$ cat src/rtl/control_sequencer_pkg.sv
// Shared constants for the SAP-1 control sequencer: control-word bit indices,
// opcodes and the one-hot T-state encoding.
package control_sequencer_pkg;

  localparam int CW_W = 12;

  localparam int EN_PC  = 0;
  localparam int INC_PC = 1;
  localparam int LD_MAR = 2;
  localparam int EN_MEM = 3;
  localparam int LD_IR  = 4;
  localparam int EN_IR  = 5;
  localparam int LD_AR  = 6;
  localparam int EN_AR  = 7;
  localparam int SUB    = 8;
  localparam int EN_ALU = 9;
  localparam int LD_BR  = 10;
  localparam int LD_OUT = 11;

  localparam logic [3:0] OP_LDA = 4'h0;
  localparam logic [3:0] OP_ADD = 4'h1;
  localparam logic [3:0] OP_SUB = 4'h2;
  localparam logic [3:0] OP_OUT = 4'hE;
  localparam logic [3:0] OP_HLT = 4'hF;

  // All-zero is the halted encoding; the six ring positions are one-hot.
  typedef enum logic [5:0] {
    T_NONE = 6'b000000,
    T1     = 6'b000001,
    T2     = 6'b000010,
    T3     = 6'b000100,
    T4     = 6'b001000,
    T5     = 6'b010000,
    T6     = 6'b100000
  } t_state_e;

  function automatic logic [CW_W-1:0] cw(input int unsigned idx);
    return CW_W'(1) << idx;
  endfunction

endpackage

$ cat src/rtl/control_sequencer_t_state_ring.sv
// One-hot T1..T6 ring counter with early wrap to T1 and a forced-zero
// (halted) position that only reset leaves.
module control_sequencer_t_state_ring
  import control_sequencer_pkg::*;
(
  input  logic       clk,
  input  logic       rst,
  input  logic       adv,
  input  logic       wrap,
  input  logic       hold_zero,
  output logic [5:0] t_state
);

  t_state_e state_q;
  t_state_e state_d;

  always_ff @(posedge clk) begin
    if (rst) state_q <= T1;
    else     state_q <= state_d;
  end

  // hold_zero outranks advancing so HLT wins over any early wrap in T4.
  always_comb begin
    state_d = state_q;
    if (hold_zero) begin
      state_d = T_NONE;
    end else if (adv) begin
      if (wrap) begin
        state_d = T1;
      end else begin
        case (state_q)
          T1:      state_d = T2;
          T2:      state_d = T3;
          T3:      state_d = T4;
          T4:      state_d = T5;
          T5:      state_d = T6;
          T6:      state_d = T1;
          default: state_d = state_q;
        endcase
      end
    end
  end

  assign t_state = state_q;

endmodule

$ cat src/rtl/control_sequencer.sv
// SAP-1 control unit: drives the ring counter, latches HALT and decodes
// (T-state, opcode) into the 12-bit control word.
module control_sequencer
  import control_sequencer_pkg::*;
#(
  parameter bit SKIP_NOP = 1'b0
) (
  input  logic            clk,
  input  logic            rst,
  input  logic            run,
  input  logic [3:0]      ir_opcode,
  output logic [CW_W-1:0] control_word,
  output logic [5:0]      t_state,
  output logic            halt
);

  logic            halt_q;
  logic            adv;
  logic            wrap;
  logic            hlt_exec;
  logic            known_op;
  logic [CW_W-1:0] decoded;

  assign adv      = run & ~halt_q;
  assign hlt_exec = adv & t_state[3] & (ir_opcode == OP_HLT);
  assign known_op = (ir_opcode == OP_LDA) | (ir_opcode == OP_ADD) |
                    (ir_opcode == OP_SUB);
  assign wrap     = SKIP_NOP & ((t_state[4] & (ir_opcode == OP_LDA)) |
                                (t_state[3] & ~known_op));

  control_sequencer_t_state_ring u_ring (
    .clk       (clk),
    .rst       (rst),
    .adv       (adv),
    .wrap      (wrap),
    .hold_zero (halt_q | hlt_exec),
    .t_state   (t_state)
  );

  always_ff @(posedge clk) begin
    if (rst)           halt_q <= 1'b0;
    else if (hlt_exec) halt_q <= 1'b1;
  end

  // Fetch ignores the opcode because IR is still being loaded during T1..T3.
  always_comb begin
    decoded = '0;
    case (t_state)
      T1: decoded = cw(EN_PC) | cw(LD_MAR);
      T2: decoded = cw(INC_PC);
      T3: decoded = cw(EN_MEM) | cw(LD_IR);
      T4: begin
        if (known_op)                 decoded = cw(EN_IR) | cw(LD_MAR);
        else if (ir_opcode == OP_OUT) decoded = cw(EN_AR) | cw(LD_OUT);
      end
      T5: begin
        if (ir_opcode == OP_LDA)      decoded = cw(EN_MEM) | cw(LD_AR);
        else if (ir_opcode == OP_ADD) decoded = cw(EN_MEM) | cw(LD_BR);
        else if (ir_opcode == OP_SUB) decoded = cw(EN_MEM) | cw(LD_BR) | cw(SUB);
      end
      T6: begin
        if (ir_opcode == OP_ADD)      decoded = cw(EN_ALU) | cw(LD_AR);
        else if (ir_opcode == OP_SUB) decoded = cw(EN_ALU) | cw(LD_AR) | cw(SUB);
      end
      default: decoded = '0;
    endcase
  end

  assign control_word = (rst | ~run | halt_q) ? '0 : decoded;
  assign halt         = halt_q;

endmodule

$ cat config.mk
export PLATFORM = sky130hd
export DESIGN_NAME = control_sequencer
export DESIGN_NICKNAME = d
export VERILOG_FILES = /design/src/rtl/control_sequencer_pkg.sv /design/src/rtl/control_sequencer_t_state_ring.sv /design/src/rtl/control_sequencer.sv
export SDC_FILE = /design/constraint.sdc
export NUM_CORES = 1
export LEC_CHECK = 0
export ABC_CLOCK_PERIOD_IN_PS = 3900
export CORE_MARGIN = 1.5
export CORE_UTILIZATION = 46
export CTS_CLUSTER_SIZE = 24
export DETAILED_ROUTE_END_ITERATION = 10
export HOLD_SLACK_MARGIN = 0.15
export PLACE_DENSITY = 0.83
export REMOVE_ABC_BUFFERS = 1
export SYNTH_ARGS = -nofsm -noshare
export SYNTH_HDL_FRONTEND = slang
export SYNTH_SLANG_ARGS = --single-unit
export TNS_END_PERCENT = 20
$ cat constraint.sdc
create_clock -name clk -period 3.9 [get_ports clk]
set_input_delay 0.39 -clock clk [delete_from_list [all_inputs] [get_ports clk]]
set_output_delay 0.39 -clock clk [all_outputs]
set_load 0.1 [all_outputs]
== Yosys cells after proc, flatten, opt, wreduce, memory -nomap -nowiden ==
Cells that the tools add are included.

* Flip-flop bits (word level): 7
* Bits of input ports: 7

* Equality and inequality tests: 10
* Mux-type cells: 12
* Bitwise logic cells: 10
* Reduce and logical (&&, ||, !) cells: 7

{| class="wikitable"
|+ Operator list
! kind !! number
|-
| $pmux 12 s6 || 1
|-
| $mux 12 || 3
|-
| $pmux 6 s6 || 1
|-
| $mux 11 || 3
|-
| $mux 10 || 2
|-
| $eq 4x4->1 const B || 2
|-
| $reduce_bool 7->1 || 1
|-
| $eq 6x1->1 const B || 1
|-
| $eq 6x2->1 const B || 1
|-
| $eq 6x3->1 const B || 1
|-
| $eq 6x4->1 const B || 1
|-
| $eq 6x5->1 const B || 1
|-
| $eq 6x6->1 const B || 1
|-
| $reduce_bool 6->1 || 1
|-
| $or 1x1->1 || 5
|-
| $eq 4x1->1 const B || 1
|-
| $eq 4x2->1 const B || 1
|-
| $logic_not 4->1 || 1
|-
| $reduce_and 2->1 || 2
|-
| $and 1x1->1 || 3
|-
| $mux 1 || 2
|-
| $not 1->1 || 2
|-
| $reduce_bool 2->1 || 1
|-
| $reduce_or 2->1 || 1
|}

== Depth between registers and ports, before layout ==
* Depth after elaboration: 7
* Depth in mapped cells: 5
* Mapped depth without buffers: 4

== Hierarchy ==
From an unflattened synthesis, not the netlist that was laid out.

* Cells, all modules: 100
* Area, all modules: 772.0 um^2

{| class="wikitable"
|+ Modules (own cells, without submodules)
! module !! instances !! cells each !! area each (um^2)
|-
| control_sequencer_t_state_ring || 1 || 58 || 474.2
|-
| control_sequencer || 1 || 42 || 297.8
|}

== Least setup slack after synthesis ==
OpenSTA, ideal clock, no wires.

* Path type: register to output
* Start point: reg u_ring.state_q[0] (netlist: u_ring.t_state[0])
* End point: out control_word[11]
* Data arrival time: 5.043 ns
* Slack: -1.533 ns
* Cell stages (with the launch flop): 6
* Path buffers: 2
* Cell sequence: dfxtp_1 -> buf_6 -> nor4_2 -> nand2b_1 -> nor4_1 -> buf_4

* Cells in the longest elaborated chain, start to end: 3
* Elaborated cells on any way between the ends: 8
* Classes of those cells: 6 x eq/ne; 2 x mux

{| class="wikitable"
|+ RTL lines
! item !! RTL line !! source
|-
| from (decl) || control_sequencer_t_state_ring.sv:14 || <nowiki>t_state_e state_q;</nowiki>
|-
| from (signal assigned) || control_sequencer_t_state_ring.sv:19 || <nowiki>else state_q <= state_d;</nowiki>
|-
| $eq 6x6->1, or another cell as far along || control_sequencer.sv:48 || <nowiki>case (t_state)</nowiki>
|-
| $pmux 12 s6 (*) || control_sequencer.sv:48 ||
|-
| $mux 12 (*) || control_sequencer.sv:69 || <nowiki>assign control_word = (rst | ~run | halt_q) ? '0 : decoded;</nowiki>
|-
| to (decl) || control_sequencer.sv:12 || <nowiki>output logic [CW_W-1:0] control_word,</nowiki>
|}

Every way passes the cells marked *; elsewhere a longest branch is shown, timed or not.

== Worst setup path in the final report ==
* Start point: in run
* End point: out control_word[2]

* Cells in the longest elaborated chain, start to end: 4

{| class="wikitable"
|+ RTL lines
! item !! RTL line !! source
|-
| from (decl) || control_sequencer.sv:10 || <nowiki>input logic run,</nowiki>
|-
| $not 1->1 || control_sequencer.sv:69 ||
|-
| $or 1x1->1 (2 in a row) || control_sequencer.sv:69 ||
|-
| $mux 12 || control_sequencer.sv:69 ||
|}

No other way between the ends.

==> flow_summary.ini <==
[sta]
fin_skew_ns = 0.00625
fin_ws_ns = 1.27
whs_ns = 0.636
grt_setup_unrepaired = no
hold_viol = 0
drv_slew = 0
clock.fmax_mhz = 380
max_slew_margin_pct = 34.6
worst_pin_slew_ns = 0.978
setup_violations = 0
timing.final.crit_share_pct = 67.6
fin_crit_ns = 2.63

[power]
powerDensity_mw_per_mm2 = 302
peakVddDrop_v = 0.000233
leakage_nw = 0.326
finalPower_uw = 274

[global_route]
track_usage_pct = 22.8
grt-ovfl-total = 0
first_global_vias = 688
grt_max_degree = 14
grt_antenna_before_repair = 0
grt_first_pass_wirelength_um = 3130

[floorplanning]
die-area_mm2 = 0.00176
die_w_um = 41.9
fp-row-count = 13
core_area_mm2 = 0.00135
die_h_um = 41.9
io_pins = 26
start_util_pct = 51.6

[critical_path]
cpPeakStageDelay_ns = 0.52
worstSetupPathType = in2out
crit_required_ns = 3.51
critical_path.max_fanout = 8
cp_top_family = simple AND/OR/NAND/NOR gates
cp.arrival_ns = 2.24
cp_num_buf_inv = 2
worstPathCellList = clkdlybuf4s50_1 -> nor2b_1 -> and3_1 -> and4_1 -> or2_1 -> buf_4
startpoint_type = primary input
end_kind = output pin
cp_slowest_cell = clkdlybuf4s50_1

[cts]
cts_tree = done
cts_buffer_depth = 2
ctsResizeCount = 0
cts.sinks = 7
post-cts-setup-buffer-count = 0
clk_latency_ns = 0.26
ctsHoldBuffers = 0
cts-root-buf = clkbuf_4
cts_max_level = 1
clk_pin_slew_ns = 0.06
numCtsBuffers = 3

[yosys]
seq_area_frac_synth_pct = 20.1
synthFlopType = dfxtp_1
synthCells = 96
async_flop_share_pct = 0
ys_warn_count = 0
synth.area.top_cells = dfxtp_1 (20%), nand2_1 (4.8%), nor2_1 (4.8%)
avgSynthCellArea_um2 = 7.26
yosysUniqueCellTypes = 40
netlist_top_cells_count = nand2_1 (9), nor2_1 (9), dfxtp_1 (7), nand3_1 (5), nor3_1 (5)
synth_edf_count = 0
synth_top_area_cell = dfxtp_1
netlist_area_um2 = 697
synth-seq-cells = 7
yosysTopAreaCellShare_pct = 20.1

[placement]
gp_congestion = 0.865
dp.cells = 127
dp_hpwl_um = 1420
io_buffers = 25
place_ws_ns = 1.29
placed_cell_area_um2 = 882

[cells_and_area]
area_delta_synth_final_pct = 30.3
final_nets = 124
drive_gt1_share_pct = 17.2
antenna_cells = 0
stdcell_count = 131
fin_area_um2 = 908

[route]
post-route-drc-count = 0
first_pass_iters = 4
num_vias = 819
routed_via_density = 6.25
wl_per_cell_um = 15.1
drt-initial-drc-count = 19
ant_nets = 0
drt-total-wl_um = 1970

[job]
cap_violations = 0

[min_path]
hp-class = reg2reg

[run_status]
outcome = complete, no violations
-- layer usage --
metal | GRT usage, % | vias up | routed length [um]
met5 | 0 | - | 0
met4 | 10.3 | 0 | 25
met3 | 6.09 | 4 | 203
met2 | 35.0 | 56 | 876
met1 | 29.6 | 359 | 868
li1 | - | 400 | -
-- power breakdown --
part,total [mW],internal (mW),leakage (nW),switching (mW)
Combinational,0.116,0.0373,0.254,0.0784
Sequential,0.0895,0.0755,0.0569,0.0141
Clock,0.0688,0.0392,0.0150,0.0296
Total,0.274,0.152,0.326,0.122
-- layout make-up --
class                           count  area [um2]
Multi-Input combinational cell     79         499
Clock buffer                        4        26.3
Tap cell                           15        18.8
Fill cell                         120         442
Timing Repair Buffer               25         220
Sequential cell                     7         140
Inverter                            1        3.75
-- path summary, 6_finish.rpt --
kind / start / end / slack (ns) / depth (start not counted)
hold / removal: halt$_SDFFE_PP0P_ / halt$_SDFFE_PP0P_ / 0.64 / 2
setup / recovery: run / control_word[2] / 1.27 / 6
setup reg to reg: u_ring.t_state[4]$_SDFFE_PP0P_ / u_ring.t_state[0]$_SDFFE_PP1P_ / 2.08 / 4
hold reg to reg: halt$_SDFFE_PP0P_ / halt$_SDFFE_PP0P_ / 0.64 / 2
-- worst register-to-register path: stages (launching register included) --
cell      delay (ns)
dfxtp_1         0.66
nor2b_1         0.42
o211ai_1        0.15
and3_1          0.19
a311oi_1        0.30
-- sequential cells by signal, summed over array words and instances, names as in the netlist --
| signal | count |
|---|---|
| halt | 1 |
| u_ring.t_state | 6 |
-- through the flow --
stage	TNS, ns	util, %
after floorplan	-8.28	-
after global placement	0	65.3
after detailed placement	0	65.3
after CTS	0	67.3
after global routing	0	67.3
final	0	67.3
-- logic make-up (layout without fill, tap and decap cells) --
logic type	Yosys count	after routing	share of synthesized area, %
flops	7	7	20.1
simple gates	54	54	46.5
xor+xnor	4	4	5.03
compound gates	21	21	20.1
buf+inv	10	30	8.26
-- cell usage in the layout, fill, tap and decap left out, types with 2 or more instances in the layout --
cell / count
a21oi_1: 4
a41oi_1: 2
and3_1: 3
buf_4: 12
clkbuf_4: 3
clkdlybuf4s50_1: 13
dfxtp_1: 7
nand2_1: 9
nand2b_1: 3
nand3_1: 5
nand3b_1: 2
nand4_1: 2
nor2_1: 9
nor2b_1: 3
nor3_1: 5
nor3b_1: 2
nor4_1: 2
o211ai_1: 3
o21ai_0: 4
xnor2_1: 2
xor2_1: 2
No activity file was read; power rests on OpenSTA's default activity.
